## config.mk

```make
export PLATFORM = sky130hd
export DESIGN_NAME = snake_input_ctrl_flat
export DESIGN_NICKNAME = d
export VERILOG_FILES = /design/src/rtl/snake_input_ctrl_if.sv /design/src/rtl/snake_input_ctrl.sv /design/src/flat_wrapper.sv
export SDC_FILE = /design/constraint.sdc
export NUM_CORES = 1
export LEC_CHECK = 0
export CAP_MARGIN = 20
export CORE_AREA = 3 3 88 73
export DETAILED_ROUTE_END_ITERATION = 10
export DIE_AREA = 0 0 91 76
export GPL_TIMING_DRIVEN = 0
export PLACE_DENSITY_LB_ADDON = 0.3
export SLEW_MARGIN = 0
export SYNTH_ARGS = -nofsm -noshare
export SYNTH_HDL_FRONTEND = slang
export SYNTH_SLANG_ARGS = --single-unit
```

## constraint.sdc

```tcl
create_clock -name CLOCK_50 -period 1.9 [get_ports CLOCK_50]
set_clock_uncertainty 0.2 [all_clocks]
set_input_delay 0.285 -clock CLOCK_50 [delete_from_list [all_inputs] [get_ports CLOCK_50]]
set_output_delay 0.285 -clock CLOCK_50 [all_outputs]
set_load 0.03 [all_outputs]
```

## src/rtl/snake_input_ctrl_if.sv

```systemverilog
// snake_input_ctrl_if
//   Groups the pushbutton inputs, the game-step strobe and the steering
//   outputs of snake_input_ctrl into one bundle.
//
//   KEY         [3:2] raw pushbuttons, active-low (KEY[3] left, KEY[2] right)
//   tick              one-cycle game-step strobe
//   heading     [1:0] current direction: 00 up, 01 right, 10 down, 11 left
//   turn_valid        one-cycle pulse in the cycle heading takes a new value
//   queue_count [1:0] number of pending turns
//   overflow          sticky "turn dropped" flag
//
//   Modports: master = game logic / bench side, slave = snake_input_ctrl.
//   There is no valid/ready handshake here: tick is a plain strobe that the
//   controller always accepts, and turn_valid is a qualifier-only pulse.
interface snake_input_ctrl_if;
    logic [3:2] KEY;
    logic       tick;
    logic [1:0] heading;
    logic       turn_valid;
    logic [1:0] queue_count;
    logic       overflow;

    modport master (
        output KEY,
        output tick,
        input  heading,
        input  turn_valid,
        input  queue_count,
        input  overflow
    );

    modport slave (
        input  KEY,
        input  tick,
        output heading,
        output turn_valid,
        output queue_count,
        output overflow
    );
endinterface

```

## src/rtl/snake_input_ctrl.sv

```systemverilog
// snake_input_ctrl
//   Turns two raw pushbuttons into queued left/right turns and applies one
//   turn to the snake heading on every game tick.
//
//   Parameter DEBOUNCE_CYCLES : stable cycles needed before a debounced key
//                               level changes.
//   Ports:
//     CLOCK_50 : the only clock, rising edge
//     reset    : synchronous, active-high
//     bus      : snake_input_ctrl_if.slave (KEY, tick in; heading,
//                turn_valid, queue_count, overflow out)
//
//   Build option SNAKE_TURN_QUEUE_EN:
//     defined   -> 2-deep turn FIFO with sticky overflow flag
//     undefined -> single pending-turn slot, newest press overwrites it,
//                  overflow is constant 0
//
//   Key index inside this block: 1 = KEY[3] (left), 0 = KEY[2] (right).
//   A stored turn bit is 1 for right, 0 for left.
module snake_input_ctrl #(
    parameter int DEBOUNCE_CYCLES = 500000
) (
    input  logic              CLOCK_50,
    input  logic              reset,
    snake_input_ctrl_if.slave bus
);

    localparam int             CW       = $clog2(DEBOUNCE_CYCLES + 1);
    localparam logic [CW-1:0]  CNT_LAST = CW'(DEBOUNCE_CYCLES - 1);

    logic [1:0]    sync1;
    logic [1:0]    sync2;
    logic [1:0]    deb;
    logic [CW-1:0] cnt [2];

    logic [1:0]    heading_q;
    logic          turn_valid_q;
    logic [1:0]    q_cnt;
    logic          q0;

    logic [1:0]    press;
    logic          push;
    logic          push_dir;
    logic          pop;

    // A press is the cycle in which a released key's debounce counter
    // completes, i.e. the same edge at which the debounced level drops.
    always_comb begin
        for (int i = 0; i < 2; i++) begin
            press[i] = deb[i] && !sync2[i] && (cnt[i] == CNT_LAST);
        end
        // Simultaneous left and right cancel each other out.
        push     = press[0] ^ press[1];
        push_dir = press[0];
    end

    // Synchronizers, debouncers and heading update.
    always_ff @(posedge CLOCK_50) begin
        if (reset) begin
            sync1        <= 2'b11;
            sync2        <= 2'b11;
            deb          <= 2'b11;
            cnt[0]       <= '0;
            cnt[1]       <= '0;
            heading_q    <= 2'b01;
            turn_valid_q <= 1'b0;
        end else begin
            sync1 <= bus.KEY;
            sync2 <= sync1;
            for (int i = 0; i < 2; i++) begin
                if (sync2[i] == deb[i]) begin
                    cnt[i] <= '0;
                end else if (cnt[i] == CNT_LAST) begin
                    deb[i] <= ~deb[i];
                    cnt[i] <= '0;
                end else begin
                    cnt[i] <= cnt[i] + CW'(1);
                end
            end
            // q0 is the oldest turn as it stood before this cycle's pop.
            if (pop) begin
                heading_q    <= q0 ? heading_q + 2'd1 : heading_q - 2'd1;
                turn_valid_q <= 1'b1;
            end else begin
                turn_valid_q <= 1'b0;
            end
        end
    end

`ifdef SNAKE_TURN_QUEUE_EN
    logic       q1;
    logic       overflow_q;
    logic [1:0] cnt_after_pop;
    logic [1:0] nxt_cnt;
    logic       nxt_q0;
    logic       nxt_q1;
    logic       ovf_set;

    assign pop = bus.tick && (q_cnt != 2'd0);

    // Pop is applied first; the push then lands in the first free slot of
    // the shifted queue, so a full queue with a tick still takes the push.
    always_comb begin
        cnt_after_pop = q_cnt - {1'b0, pop};
        nxt_q0        = pop ? q1 : q0;
        nxt_q1        = q1;
        nxt_cnt       = cnt_after_pop;
        ovf_set       = 1'b0;
        if (push) begin
            if (cnt_after_pop == 2'd0) begin
                nxt_q0  = push_dir;
                nxt_cnt = 2'd1;
            end else if (cnt_after_pop == 2'd1) begin
                nxt_q1  = push_dir;
                nxt_cnt = 2'd2;
            end else begin
                ovf_set = 1'b1;
            end
        end
    end

    always_ff @(posedge CLOCK_50) begin
        if (reset) begin
            q_cnt      <= 2'd0;
            q0         <= 1'b0;
            q1         <= 1'b0;
            overflow_q <= 1'b0;
        end else begin
            q_cnt <= nxt_cnt;
            q0    <= nxt_q0;
            q1    <= nxt_q1;
            if (ovf_set) begin
                overflow_q <= 1'b1;
            end
        end
    end

    assign bus.overflow = overflow_q;
`else
    assign pop = bus.tick && q_cnt[0];

    // Single slot: a new press replaces whatever turn was pending.
    always_ff @(posedge CLOCK_50) begin
        if (reset) begin
            q_cnt <= 2'd0;
            q0    <= 1'b0;
        end else begin
            if (push) begin
                q_cnt <= 2'd1;
                q0    <= push_dir;
            end else if (pop) begin
                q_cnt <= 2'd0;
            end
        end
    end

    assign bus.overflow = 1'b0;
`endif

    assign bus.heading     = heading_q;
    assign bus.turn_valid  = turn_valid_q;
    assign bus.queue_count = q_cnt;

endmodule

```

## src/flat_wrapper.sv

```systemverilog
// flat-port wrapper written by rule: the top's interface ports become plain ports
module snake_input_ctrl_flat 
#(
    parameter int DEBOUNCE_CYCLES = 500000
)
  (CLOCK_50, reset, bus_KEY, bus_tick, bus_heading, bus_turn_valid, bus_queue_count, bus_overflow);
  snake_input_ctrl_if bus_i ();
  input  logic CLOCK_50;
  input  logic reset;
  input wire logic [$bits(bus_i.KEY)-1:0] bus_KEY;
  input wire logic [$bits(bus_i.tick)-1:0] bus_tick;
  output wire logic [$bits(bus_i.heading)-1:0] bus_heading;
  output wire logic [$bits(bus_i.turn_valid)-1:0] bus_turn_valid;
  output wire logic [$bits(bus_i.queue_count)-1:0] bus_queue_count;
  output wire logic [$bits(bus_i.overflow)-1:0] bus_overflow;
  assign bus_i.KEY = bus_KEY;
  assign bus_i.tick = bus_tick;
  assign bus_heading = bus_i.heading;
  assign bus_turn_valid = bus_i.turn_valid;
  assign bus_queue_count = bus_i.queue_count;
  assign bus_overflow = bus_i.overflow;
  snake_input_ctrl #(.DEBOUNCE_CYCLES(DEBOUNCE_CYCLES)) u_core (.CLOCK_50(CLOCK_50), .reset(reset), .bus(bus_i));
endmodule
```

==> results of run 1 <==
-- worst max-delay path: cells and delay by family, from the launching register on --
kind	cells	cell delay (ns)
adders and majority gates	1	0.20
buffers and inverters	2	0.30
DFF	1	0.45
and+or+nand+nor	5	0.73
-- cell families after synthesis --
| group | synth area share [%] |
|---|---|
| other | 0.300 |
| AND/OR/NAND/NOR | 25.4 |
| flip-flops | 54.3 |
| AO/OA/AOI/OAI | 1.50 |
| buffers and inverters | 3.24 |
| XOR/XNOR | 13.3 |
| adder cells (fa/ha/maj) | 2.00 |
-- final cells by class --
type,count,area [sq um],share of cell area (%)
flip-flops and latches,49,1360,37.9
repair buffers,53,472,13.1
multi-input cells,209,1480,41.3
well taps,78,97.6,2.72
clock buffers,5,68.8,1.92
clock inverters,3,23.8,0.662
inverters,7,26.3,0.731
plain buffers,6,61.3,1.71
-- cells in the mapped netlist (2+ instances only) --
cell type / n
nor2_1: 45
edfxtp_1: 38
xor2_1: 24
nand2_1: 15
nand3_1: 14
xnor2_1: 14
dfxtp_1: 11
inv_1: 7
and3_1: 6
and4_1: 5
nand4_1: 5
nor3_1: 5
or2_2: 5
ha_1: 4
nand2b_1: 4
nor4b_1: 3
a21oi_1: 2
buf_2: 2
buf_4: 2
conb_1: 2
nand3b_1: 2
or3_1: 2
-- state kept, by name (all words and copies together), names as in the netlist --
| signal | count |
|---|---|
| u_core.q0 | 1 |
| u_core.sync2 | 2 |
| u_core.bus.turn_valid | 1 |
| u_core.sync1 | 2 |
| u_core.bus.heading | 2 |
| u_core.cnt | 38 |
| u_core.bus.queue_count | 1 |
| u_core.deb | 2 |
-- layout by cell type, fill, tap and decap left out, drive strengths merged, types with 2 or more instances in the layout --
master,instances
nand3b,2
and4,6
a21oi,2
ha,4
edfxtp,38
nor3,6
clkdlybuf4s50,7
and3,6
conb,40
xor2,24
inv,10
or3,2
nand2b,4
nand4,5
or2,5
nor4b,3
clkbuf,7
nor2,45
nand3,15
nand2,16
buf,49
dfxtp,11
xnor2,14
-- power by group through the flow --
stage	sequential (mW)	combinational [mW]	clock [mW]
2_1_floorplan	1.25	0.0770	0
3_3_place_gp	1.25	0.0946	0
3_5_place_dp	1.26	0.0953	0
4_1_cts	1.23	0.130	0.666
5_1_grt	1.24	0.196	0.720
6_report	1.23	0.178	0.651
-- layer usage --
metal	routed length [microns]	global-route usage (%)	up-vias
met4	57	4.37	0
li1	-	-	967
met2	2580	21.0	30
met3	187	3.65	5
met5	0	0	-
met1	2540	20.6	921
-- path summary, 6_finish.rpt --
kind / start / end / slack, ns
worst min-delay path: u_core.sync1[1] / u_core.sync2[1] / 0.22
worst min register to register: u_core.sync1[1] / u_core.sync2[1] / 0.22
worst max-delay path: u_core.cnt[1][1] / u_core.cnt[1][13] / -0.11
worst max register to register: u_core.cnt[1][1] / u_core.cnt[1][13] / -0.11
-- per-stage QoR --
step,power (mW),worst slack (ns)
4_1_cts,2.02,-0.0924
6_report,2.06,-0.112
5_1_grt,2.15,-0.211
3_3_place_gp,1.35,-0.302
3_5_place_dp,1.35,-0.299
2_1_floorplan,1.32,-0.0200
-- what timing repair did --
action / CTS / global route
hold buffers: 0 / 0
setup endpoints to repair: 40 / 43
cloned: 2 / 1
pin swaps: 7 / 19
buffers inserted: 23 / 20
gates resized for setup: 17 / 58
==> metrics.txt, run 1 <==
Clk network pwr share 31.6%; power density over the cells about 570 nW/um^2; Syn-to-layout area delta 43.4%; Longest Clk Path Bufs 2; post-route ant nets 0; FFs w/ async S/R, synth 0%; number of global-route vias before repair 1783; synthesized cell area roughly 2500 sq um; FF+latch count, synth 49; Pleak roughly 1.4 nW; CTS tree done; RSZ-0062 raised after global routing yes; crit end category register; Final #Nets between 300 and 400; Seq/Total Area, Yosys a little over half; Worst-Skew Late Latency between 0.3 and 0.4 ns; max-cap viol count 0; outcome finished, violations left; Fill cells ~440; distinct cell type count of the synthesized netlist 39; pin count of the biggest net entering global routing 18; final worst slack -0.112 ns; CTS Sinks roughly 50; Vias/cell approximately 4.7; WS Path Type reg -> reg; dpl cell area approximately 2900 sq um; critical-path cell list ha_4 -> and4_4 -> nand2_4 -> nor2_2 -> or3_4 -> buf_6 -> clkbuf_16 -> nor2_1; fin crit period just over 2 ns; Primary FF master, synth edfxtp_1; HPWL Detailed about 3.0 mm; Synth Warn # 0; final core utilization between 60% and 70%; Worst path max stage delay 0.45 ns; sequential share of power 59.8%; IO buf count 8; Pre-antenna DRT Iters 4; TritonCTS Buffers 5; Comb pwr share under 10%; Worst VDD drop between 0.3 and 0.4 mV; via count 1923; failing checks negative setup slack; Psw between 500 and 600 uW; CORE AREA ~5500 sq um; clk slew on worst S/H paths around 0.1 ns; width of the die between 90 and 100 microns; ANT cells 0; first-pass GRT wire length between 7 and 8 mm; clock root buffer master clkbuf_8; die area between 6000 and 7000 sq um; gr usage total between 10 and 15%; Worst Path Max Fanout 6; mean post-synth cell area about 11 sq um; global route overflow 0; fraction of final layout cells with drive strength greater than 1 roughly 36%; setup TNS -2.72 ns; Max Freq 497 MHz; synthesized netlist cell count around 230; WP data required approximately 1.9 ns; Pins Over Slew Limit 0; # setup viols final 36; hold_ws about 0.22 ns; Post-Layout Cell Count ~400; reg2reg path depth 8; initial antenna violation count 0; final worst path period share 106%; leading area contributor after synthesis edfxtp_1; Yosys top cell area share between 40 and 50%; sw frac about a quarter; top post-synthesis cells by area edfxtp_1, dfxtp_1, xor2_1; crit path DAT between 1.5 and 2 ns; Die Y around 76 microns; Hold Crit Depth 1; row count 24; P_int 1.55 mW; Post-synth EDFFs 38; total wire length 5.37 mm; routed len/inst 13.1 microns; Final GP Congestion about 0.73; crit path launch type register; initial DRC count approximately 120; final hold violation count 0; I/O pin cnt 11; Slowest cell on crit path edfxtp_1; starting density of the core between 40% and 50%; # placed instances between 300 and 400; design area about 3600 sq um; DRC 0; Worst Hold Class reg -> reg; htree depth 2
Power figures use the tool's default switching activity.
==> run 2: changes to the inputs <==
TNS_END_PERCENT = 10   (was not set)
==> metrics.txt, run 2 (synthesis gave the netlist of run 1 again) <==
outcome finished, violations left; failing checks negative setup slack; final hold violation count 0; width of the die 91 microns; Pleak approximately 1.3 nW; pin count of the biggest net entering global routing 17; Final #Nets 329; WS Path Type reg -> reg; clock root buffer master clkbuf_8; total wire length between 4 and 5 mm; die area between 6000 and 7000 sq um; clk slew on worst S/H paths 0.10 ns; max-cap viol count 0; first-pass GRT wire length about 8 mm; Worst Path Max Fanout 10; RSZ-0062 raised after global routing yes; setup TNS -0.993 ns; htree depth 2; DRC 0; via count 1863; routed len/inst between 10 and 15 microns; WP data required 1.77 ns; Met3 Wirelength 210 microns; most frequent cells in the layout conb_1, edfxtp_1, buf_4; commonest non-fill, non-tap cell in the layout conb_1; design area 3380 sq um; final worst path period share 105%; global route overflow 0; number of global-route vias before repair 1727; Metal-1 WL around 2.4 mm; Longest Clk Path Bufs 2; max reg flops 38; hold_buf cts 0; Die Y about 76 microns; initial DRC count between 100 and 150; Worst-Skew Late Latency slightly above 0.3 ns; Worst Hold Class reg -> reg; r2r setup slk -0.1 ns; Post-Layout Cell Count between 300 and 400; Worst VDD drop 0.465 mV; dpl cell area around 2900 sq um; hold_ws 0.221 ns; IO buf count 8; final worst slack -0.0967 ns; highest routed layer met4; CTS tree done; starting density of the core a little under half; Vias/cell 4.67; final core utilization 61.3%; fin crit period around 2 ns; Setup WS pre-CTS -0.356 ns; crit end category register; Fill cells ~470; initial antenna violation count 0; row count 24; ANT cells 0; gr usage total 14.4%; Pins Over Slew Limit 0; HPWL Detailed between 2 and 3 mm; post-route ant nets 0; CORE AREA between 5000 and 6000 sq um; power density over the cells 595 nW/um^2; crit path launch type register; Total Power a little over 2 mW; Pre-antenna DRT Iters 4; Final GP Congestion around 0.75; crit path DAT approximately 1.9 ns; # placed instances between 300 and 400; fraction of final layout cells with drive strength greater than 1 about 27%; # setup viols final 20; met2 WL between 2 and 2.5 mm; Max Freq 501 MHz; Syn-to-layout area delta 35.0%; CTS Sinks between 40 and 50; register name with the most flops u_core.cnt; TritonCTS Buffers 5; I/O pin cnt 11
-- run 2: changes by cell type in the layout (fill, tap and decap cells not counted), moves of 3 or more --
cell / delta
nor2_1: +16
buf_6: -7
and4_4: -3
and4_1: +3
nor2_2: -15
buf_4: -4
-- run 2: worst paths after layout --
check / from / endpoint / cells after the start
setup / recovery: u_core.cnt[1][9] / u_core.cnt[1][11] / 8
hold / removal: u_core.sync1[1] / u_core.sync2[1] / 1
setup reg to reg: u_core.cnt[1][9] / u_core.cnt[1][11] / 8
hold reg to reg: u_core.sync1[1] / u_core.sync2[1] / 1
-- run 2: area by class of cell --
type | instances | area (sq um) | share of cell area, %
plain buffers | 6 | 65.1 | 1.92
multi-input cells | 209 | 1410 | 41.5
inverters | 7 | 26.3 | 0.776
clock buffers | 5 | 68.8 | 2.03
repair buffers | 42 | 338 | 9.98
well taps | 78 | 97.6 | 2.88
clock inverters | 3 | 22.5 | 0.665
flip-flops and latches | 49 | 1360 | 40.2
-- run 2: routing by layer --
metal	global-route usage (%)	up-vias
met5	0	-
met2	22.4	34
li1	-	950
met4	2.71	0
met1	20.2	873
met3	4.34	6
-- run 2: report_power, final --
| group | total [mW] | switching [mW] | leakage, nW | internal (mW) |
|---|---|---|---|---|
| Sequential | 1.23 | 0.0378 | 0.482 | 1.19 |
| Clock | 0.632 | 0.370 | 0.0481 | 0.262 |
| Combinational | 0.153 | 0.0756 | 0.795 | 0.0771 |
-- run 2: what timing repair did --
action                                  4_1_cts  5_1_grt
pin swaps                                     9       11
setup buffers                                27        6
endpoints found under the setup margin       41       42
resized for setup                            21       20
gates cloned                                  1        0
-- run 2: critical path, cell delays in order, from the launching register on --
cell and delay (ns):
edfxtp_1 0.45, buf_4 0.17, nor3_1 0.19, nand3b_1 0.15, nor2_2 0.14, or3_4 0.15
buf_6 0.12, buf_12 0.14, nor2_1 0.04
==> run 3: changes to the inputs <==
SKIP_CTS_REPAIR_TIMING = 1   (was not set)
==> metrics.txt, run 3 (synthesis gave the netlist of run 1 again) <==
die area just under 7000 sq um; max-cap viol count 0; Slowest cell on crit path or4_4; reg2reg end u_core.cnt[1][12]; Longest Clk Path Bufs 2; fraction of final layout cells with drive strength greater than 1 roughly 26%; IO buf count 8; post-route ant nets 0; reg2reg path depth 6; Final GP Congestion 0.745; max reg flops 38; Pins Over Slew Limit 0; Vias/cell roughly 4.6; final core utilization between 60% and 70%; final hold violation count 0; outcome finished, violations left; row count 24; Buf/Inv on CP 1; sequential share of power about three fifths; Clk network pwr share 31.3%; crit path from u_core.cnt[1][3]; CTS Sinks between 40 and 50; crit end category register; total wire length around 4.8 mm; r2r setup slk -0.14 ns; via count roughly 1800; sw frac 23.8%; initial DRC count between 80 and 90; number of global-route vias before repair 1501; Worst VDD drop 0.415 mV; pin count of the biggest net entering global routing 17; cell depth of the worst setup path 6; worst setup path endpoint u_core.cnt[1][12]; Worst Hold Class reg -> reg; crit path launch type register; fin crit period between 2 and 2.5 ns; final worst slack -0.136 ns; I/O pin cnt 11; Psw roughly 480 uW; Multi-input gate area 1370 sq um; clock root buffer master clkbuf_8; CP top delay family simple AND/OR/NAND/NOR gates; Pre-antenna DRT Iters 4; failing checks negative setup slack; HPWL Detailed 2.97 mm; crit path DAT approximately 1.9 ns; most frequent cells in the layout conb_1, edfxtp_1, nor2_1; TritonCTS Buffers 5; r2r startpoint u_core.cnt[1][3]; first-pass GRT wire length a little over 7 mm; initial antenna violation count 0; Total Power ~2 mW; WS Path Type reg -> reg; htree depth 2; Worst Path Max Fanout 5; ANT cells 0; width of the die ~90 microns; Post-Layout Cell Count a little under 400; setup TNS -3.01 ns; final worst path period share 107%; power density over the cells 602 nW/um^2; Fill cells about 480; global route overflow 0; DRC 0; clk slew on worst S/H paths roughly 0.10 ns; commonest non-fill, non-tap cell in the layout conb_1; Die Y ~76 microns; Register Area ~1400 sq um; # placed instances 358; Pleak approximately 1.3 nW; Max Freq between 400 and 500 MHz; register name with the most flops u_core.cnt; Syn-to-layout area delta 32.7%; routed len/inst around 12 microns; CORE AREA between 5000 and 6000 sq um; Final #Nets 322; starting density of the core about 45%; hold_ws 0.219 ns; gr usage total about an eighth; RSZ-0062 raised after global routing yes; Worst-Skew Late Latency about 0.31 ns; P_int 1.53 mW; critical-path cell list nand3_2 -> or4_4 -> buf_6 -> nor2_2 -> xnor2_2 -> nor2_4; Worst path max stage delay approximately 0.54 ns; WP data required 1.76 ns; CTS tree done; # setup viols final 37; Comb pwr share just over 7%
==> run 3: cell types whose count changed in the layout (fill, tap and decap cells not counted), moves of 2 or more <==
cell | before | now
buf_4 | 34 | 25
nor3_4 | 3 | 1
nor2_2 | 11 | 14
nor2_1 | 32 | 28
==> run 3: worst min path at each step <==
stage,from,to,slack [ns],cells past startpoint
global placement,u_core.sync1[1],u_core.sync2[1],0.19,1
CTS,u_core.sync1[1],u_core.sync2[1],0.22,1
finish,u_core.sync1[1],u_core.sync2[1],0.22,1
global route,u_core.sync1[1],u_core.sync2[1],0.24,1
floorplan,bus_KEY[0],u_core.sync1[0],0.19,1
detailed placement,u_core.sync1[1],u_core.sync2[1],0.20,1
==> run 3: layer usage <==
layer | vias up | wire length [microns] | global-route usage [%]
met5 | - | 0 | 0
met2 | 24 | 2230 | 18.1
met4 | 0 | 55 | 4.97
li1 | 927 | - | -
met1 | 858 | 2320 | 18.9
met3 | 7 | 180 | 3.16
==> run 3: cell type report <==
class	count	area share, %
multi-input combinational	209	41.3
sequential	49	40.9
timing repair buffer	34	8.99
tap	78	2.93
buffer	7	2.29
clock buffer	5	2.07
inverter	7	0.790
clock inverter	3	0.677
==> run 3: metrics by stage <==
stage	area, sq um	worst slack, ns
6_report	3330	-0.136
5_1_grt	3330	-0.225
4_1_cts	2960	-0.402
3_5_place_dp	2870	-0.356
3_3_place_gp	2870	-0.324
2_1_floorplan	2690	-0.0239
==> run 3: power groups by stage <==
stage	sequential, mW	combinational [mW]	clock, mW
2_1_floorplan	1.25	0.0765	0
3_3_place_gp	1.25	0.0939	0
3_5_place_dp	1.26	0.0943	0
4_1_cts	1.23	0.0951	0.654
5_1_grt	1.24	0.158	0.700
6_report	1.23	0.141	0.627
